$ cat src/rtl/decode_stage.sv
// Decode stage: register file, load-use hazard detection and the D-to-E register.
// Define DECODE_BYPASS_EN for write-through reads from the writeback port.
module decode_stage #(
  parameter int WIDTH      = 32,
  parameter int REG_ADDR_W = 5,
  parameter int CTRL_W     = 16
) (
  input  logic              clk,
  input  logic              rst,
  input  logic [WIDTH-1:0]  instr_D,
  input  logic [CTRL_W-1:0] ctrl_D,
  input  logic              memRead_D,
  input  logic [WIDTH-1:0]  immExt_D,
  input  logic [WIDTH-1:0]  pc_D,
  input  logic              regWrite_W,
  input  logic [4:0]        Rd_W,
  input  logic [WIDTH-1:0]  result_W,
  input  logic              flush_E,
  output logic              stall_D,
  output logic [CTRL_W-1:0] ctrl_E,
  output logic              memRead_E,
  output logic [WIDTH-1:0]  RD1_E,
  output logic [WIDTH-1:0]  RD2_E,
  output logic [WIDTH-1:0]  immExt_E,
  output logic [WIDTH-1:0]  pc_E,
  output logic [4:0]        Rs1_E,
  output logic [4:0]        Rs2_E,
  output logic [4:0]        Rd_E,
  output logic [WIDTH-1:0]  a0
);

  localparam int NREG = 1 << REG_ADDR_W;

  logic [WIDTH-1:0] regs [NREG];
  logic [4:0]       rs1, rs2, rd;
  logic [WIDTH-1:0] rd1, rd2;
  logic             wr_en;
  logic             lu_hz;
  logic             wb_hz;
  logic             bubble;
  logic             unused_instr;

  assign rs1 = instr_D[19:15];
  assign rs2 = instr_D[24:20];
  assign rd  = instr_D[11:7];
  assign unused_instr = ^{instr_D[WIDTH-1:25], instr_D[6:0]};

  assign wr_en = regWrite_W && (Rd_W != 5'd0)
              && (int'(Rd_W) < NREG);

  function automatic logic [WIDTH-1:0] rf_read(input logic [4:0] a);
    logic [WIDTH-1:0] v;
    v = '0;
    if (a != 5'd0 && int'(a) < NREG) begin
      v = regs[a[REG_ADDR_W-1:0]];
`ifdef DECODE_BYPASS_EN
      if (regWrite_W && Rd_W == a)
        v = result_W;
`endif
    end
    return v;
  endfunction

  assign rd1 = rf_read(rs1);
  assign rd2 = rf_read(rs2);
  assign a0  = regs[10];

  assign lu_hz = memRead_E && (Rd_E != 5'd0)
              && ((Rd_E == rs1) || (Rd_E == rs2));

`ifdef DECODE_BYPASS_EN
  assign wb_hz = 1'b0;
`else
  // Without write-through, hold D one cycle so the write lands first.
  assign wb_hz = regWrite_W && (Rd_W != 5'd0)
              && ((Rd_W == rs1) || (Rd_W == rs2));
`endif

  assign stall_D = lu_hz || wb_hz;
  assign bubble  = stall_D || flush_E;

  always_ff @(posedge clk) begin
    if (rst) begin
      for (int i = 0; i < NREG; i++)
        regs[i] <= '0;
    end else if (wr_en) begin
      regs[Rd_W[REG_ADDR_W-1:0]] <= result_W;
    end
  end

  always_ff @(posedge clk) begin
    if (rst || bubble) begin
      ctrl_E    <= '0;
      memRead_E <= 1'b0;
      RD1_E     <= '0;
      RD2_E     <= '0;
      immExt_E  <= '0;
      pc_E      <= '0;
      Rs1_E     <= '0;
      Rs2_E     <= '0;
      Rd_E      <= '0;
    end else begin
      ctrl_E    <= ctrl_D;
      memRead_E <= memRead_D;
      RD1_E     <= rd1;
      RD2_E     <= rd2;
      immExt_E  <= immExt_D;
      pc_E      <= pc_D;
      Rs1_E     <= rs1;
      Rs2_E     <= rs2;
      Rd_E      <= rd;
    end
  end

endmodule

$ cat config.mk
export PLATFORM = sky130hd
export DESIGN_NAME = decode_stage
export DESIGN_NICKNAME = d
export VERILOG_FILES = /design/src/rtl/decode_stage.sv
export SDC_FILE = /design/constraint.sdc
export NUM_CORES = 2
export LEC_CHECK = 0
export BUFFER_PORTS_ARGS = -buffer_cell sky130_fd_sc_hd__buf_2
export CAP_MARGIN = 5
export CELL_PAD_IN_SITES_DETAIL_PLACEMENT = 2
export CELL_PAD_IN_SITES_GLOBAL_PLACEMENT = 2
export CORE_MARGIN = 2
export CORE_UTILIZATION = 25
export CTS_CLUSTER_DIAMETER = 150
export CTS_CLUSTER_SIZE = 8
export DETAILED_ROUTE_END_ITERATION = 7
export GPL_TIMING_DRIVEN = 0
export HOLD_SLACK_MARGIN = 0.1
export PLACE_DENSITY = 0.59
export REMOVE_ABC_BUFFERS = 1
export SYNTH_ARGS = -nofsm -noshare
export SYNTH_HDL_FRONTEND = slang
export SYNTH_SLANG_ARGS = --single-unit
export TNS_END_PERCENT = 1
$ cat constraint.sdc
create_clock -name clk -period 5.7 [get_ports clk]
set_input_delay 1.14 -clock clk [delete_from_list [all_inputs] [get_ports clk]]
set_output_delay 1.14 -clock clk [all_outputs]
set_load 0.02 [all_outputs]
Yosys cells after proc, flatten, opt, wreduce, memory -nomap -nowiden
Memories as Yosys holds them, arrays and structs flattened. A register that Yosys moved wholly into a read port is not among the register bits. Cells that the tools add are included.

Output and inout bits: 193. Input bits: 154. Memory bits (writable): 1024. Register bits: 96. Logic and storage cells: 38. Memories kept: 1.

Memories: regs (depth 32, bits a word 32, read ports 3, clocked after Yosys merged registers in 2, wr ports 32, line 34) `logic [WIDTH-1:0] regs [NREG];`.

Bitwise gates (word level): 2. Equality and inequality tests: 4. Mux-type cells: 8. Reductions and logical operators: 16.

Operators with widths (count): 32-bit two-way mux (1); 32-bit OR reduction (1); 5-bit == test (4); 5-bit nonzero test (4); 1-bit two-way mux (6); 1-bit logical OR (5); 5-bit two-way mux (1); 1-bit logical AND (4); 2-bit OR reduction (2); 1-bit inverter (2).

Depth between registers and ports, before layout
Depth after elaboration: 7. Gate-level depth with buffers: 10. Depth with buffers taken out: 5.

Worst setup path before layout
OpenSTA, ideal clock, no wires.

Path kind: input to output. From: input port instr_D[23]. To: output port stall_D. Required time: 4560 ps. Setup slack: 2079 ps. Cell stages on the path: 6. Arrival time: 2481 ps. Buffers on the path: 2. Cells stage by stage: buf_2 xor2_1 nor3_1 a22oi_1 o22ai_1 clkbuf_1.

Cells in the longest elaborated chain, start to end: 4. Elaborated cells between the ends (all ways): 7. Classes of those cells: 2 x eq/ne; 5 x reduce/logical.

Ends and longest elaborated chain: start, declared (line 10) `input logic [WIDTH-1:0] instr_D,`; 5-bit == test (on tied branches) (line 69, 76); 1-bit logical OR (on tied branches) (line 69, 76); 1-bit logical AND (on tied branches) (line 69, 76); 1-bit logical OR * (line 79) `assign stall_D = lu_hz || wb_hz;`; end, declared (line 19) `output logic stall_D,`.

Every way passes the cells marked *; elsewhere a longest branch is shown, timed or not.

Final worst setup path
Same ends and word-level chain as after synthesis.

==> summary.md <==
| Metric | Value |
|---|---|
| Max Fclk | `between 200 and 250 MHz` |
| 1st-pass router iterations | `5` |
| CP Max Fanout | `48` |
| Post-synth top area cell | `edfxtp_1` |
| Worst-Margin Slew | `~1.2 ns` |
| Mean routed wirelength per cell | `around 34 um` |
| Top-area cell type share of the netlist area | `between 50% and 60%` |
| Core Footprint | `approximately 240,000 um2` |
| Die X | `491 um` |
| GPL Wtd Cong | `~0.78` |
| Synth top area cells | `edfxtp_1, mux4_2, and2_1, dfxtp_1, mux2i_1` |
| RSZ-0062 raised after global routing | `no` |
| VDD IR max | `0.000260 V` |
| Yosys cell types | `39` |
| Max cap viols | `0` |
| Die footprint | `241,000 um2` |
| Synth async-reset ratio | `0%` |
| Sequential share of the synthesized area | `a little under three fifths` |
| Synthesized flop and latch total | `roughly 1,200` |
| Period utilisation layout | `81.4%` |
| P&R area growth vs syn | `18.8%` |
| Cts repair resizes | `0` |
| Vias in the first global route | `39,723` |
| Routed WL | `about 250 mm` |
| Clk_skew | `~0.038 ns` |
| P per Cell Area | `about 320 nW/um2` |
| DRC | `0` |
| Root Buffer | `clkbuf_16` |
| R2R setup slack | `approximately 2.3 ns` |
| Min cycle time layout | `4.64 ns` |
| Nets | `~4,200` |
| Slew HR | `around 22%` |
| Clock insertion delay at the later pin of the skew report | `around 0.81 ns` |
| Status | `completed` |
| Cts hold-fix bufs | `0` |
| Final Max Slew Viols | `0` |
| CTS tree | `yes` |
| H-tree depth | `4` |
| PortBufs | `329` |
| Clock Path Buffers | `3` |
| Syn avg cell area | `~16 um2` |
| Top Ports | `between 300 and 400` |
| Post-Syn Area | `59,200 um2` |
| Cell leakage power | `24.5 nW` |
| First-pass GRT wire length | `338 mm` |
| Crit path kind | `in2out` |
| Row count | `178` |
| Hold WC Path Type | `in2reg` |
| Total CTS buffers | `between 150 and 200` |
| HPWL Detailed | `roughly 160 mm` |
| Worst EP required | `4.56 ns` |
| Vias post-DR | `37,434` |
| Clock sinks | `between 1,000 and 1,500` |
| Layout cell share with drive strength beyond 1 | `between 20% and 30%` |
| Mapped Cells | `3,797` |
| Vias per cell | `a little over 5` |
| CP Launch Type | `input pin` |
| Final Setup Violations | `0` |
| Grt ovf | `0` |
| All-Layer GR Usage | `approximately a fifth` |
| Top FF cell, synth | `edfxtp_1` |
| Critical Path Sink Type | `primary output` |
| Initial Util | `25.2%` |
| Initial antenna violation count | `48` |
| Final hold slack | `0.534 ns` |
| Largest net degree at the start of global routing | `96` |
| Critical path arrival | `roughly 3.5 ns` |
| Dpl ws | `-0.104 ns` |
| Post-CTS Setup Bufs | `0` |
| Final worst slack | `1.06 ns` |
| Number of synthesis warnings | `0` |
| Initial DRC Count | `just over 4,000` |
| Die Ht | `about 490 um` |
| Endpoints failing hold | `0` |
| Clk slew on worst S/H paths | `about 0.050 ns` |
| Number of synthesized flops with an enable pin | `1,024` |
| Final ANT Viol Nets | `0` |
-- placed cells by master, fill, tap and decap left out, drive strengths merged --
| cell | instances |
|---|---|
| a211oi | 32 |
| or3b | 2 |
| edfxtp | 1024 |
| nand3b | 5 |
| clkbuf | 230 |
| inv | 3 |
| dfxtp | 160 |
| o31ai | 1 |
| o22ai | 1 |
| a221o | 32 |
| xor2 | 20 |
| a221oi | 64 |
| nor2b | 4 |
| o21ai | 1 |
| o221ai | 1 |
| buf | 421 |
| nand2b | 32 |
| or3 | 1 |
| nand2 | 3 |
| nor2 | 40 |
| or4 | 3 |
| mux2i | 224 |
| o221a | 1 |
| nor3 | 69 |
| conb | 32 |
| mux4 | 512 |
| diode | 19 |
| nand3 | 2 |
| and2 | 1089 |
| clkinv | 7 |
| nor4 | 32 |
| a22oi | 2 |
| bufinv | 1 |
| or2 | 32 |
-- final timing paths --
check | startpoint | endpoint | cells after the start
min reg2reg | regs[2][27] | RD1_E[27] | 3
min | immExt_D[14] | immExt_E[14] | 2
max | instr_D[23] | stall_D | 7
max reg2reg | Rd_E[1] | RD1_E[11] | 5
-- where the power goes --
| part | leakage (nW) | internal (mW) | switching [mW] |
|---|---|---|---|
| registers | 11.1 | 9.90 | 0.238 |
| clock network | 2.25 | 5.48 | 3.95 |
| logic | 11.2 | 1.05 | 1.57 |
| total | 24.5 | 16.4 | 5.76 |
-- final cells by class --
type / count / area [um2]
Fill cell: 24159 / 165000
Sequential cell: 1184 / 34000
Multi-Input combinational cell: 2237 / 23800
Clock buffer: 230 / 4520
Tap cell: 3150 / 3940
Timing Repair Buffer: 421 / 3880
Clock inverter: 10 / 150
Antenna cell: 19 / 47.5
Inverter: 1 / 6.26
-- metrics by stage --
step           setup TNS [ns]  instances  util (%)  power [mW]  instance area, um2
6_report                    0       7252      29.9        22.2               70300
5_1_grt                     0       7235      29.9        22.9               70300
4_1_cts                     0       7233      29.9        22.4               70300
3_5_place_dp           -0.104       6993      27.9        12.9               65600
3_3_place_gp         -5537.91       6901      26.8        13.0               63000
2_1_floorplan               0       3422         -        11.4               57400
-- critical path, stage by stage --
cell     delay, ns
buf_8         0.30
buf_16        0.45
xor2_1        0.14
nor3_1        0.21
a22oi_1       0.25
o22ai_4       0.61
buf_2         0.29
-- state kept, by name, indices dropped and copies added (netlist names) --
| name | flops |
|---|---|
| regs | 1024 |
| RD1_E | 32 |
| RD2_E | 32 |
| immExt_E | 32 |
| pc_E | 32 |
| ctrl_E | 16 |
| Rd_E | 5 |
| Rs1_E | 5 |
| Rs2_E | 5 |
| memRead_E | 1 |
-- cell families after synthesis --
logic type / after synthesis / share of synthesized area [%]
other: 1 / 0.00633
XOR/XNOR: 20 / 0.296
AND/OR/NAND/NOR: 1314 / 13.6
AO/OA/AOI/OAI: 135 / 2.19
multiplexers: 736 / 23.3
buffers and inverters: 407 / 3.26
flip-flops: 1184 / 57.3
-- Yosys cell counts, types with 2 or more instances --
cell	instances
dfxtp_1	160
a211oi_1	32
clkbuf_1	269
nand2_1	3
or3b_2	2
edfxtp_1	1024
a221oi_2	19
xor2_1	20
mux4_2	512
nand3_1	2
a22oi_1	2
and2_1	1089
a221oi_1	45
nor3_1	69
buf_1	17
clkbuf_2	5
nor2_1	40
nor4_2	5
buf_2	60
or4_1	3
buf_6	17
a221o_1	32
nand3b_1	5
buf_12	3
buf_8	2
buf_4	33
nor2b_1	4
nand2b_1	32
mux2i_1	224
or2_2	32
nor4_1	27
-- layer usage --
layer | track usage, % | wire length [um]
met1 | 27.4 | 105000
met2 | 32.6 | 117000
met3 | 3.44 | 17400
met4 | 6.62 | 8140
met5 | 0 | 19
No activity file was read; power rests on OpenSTA's default activity.
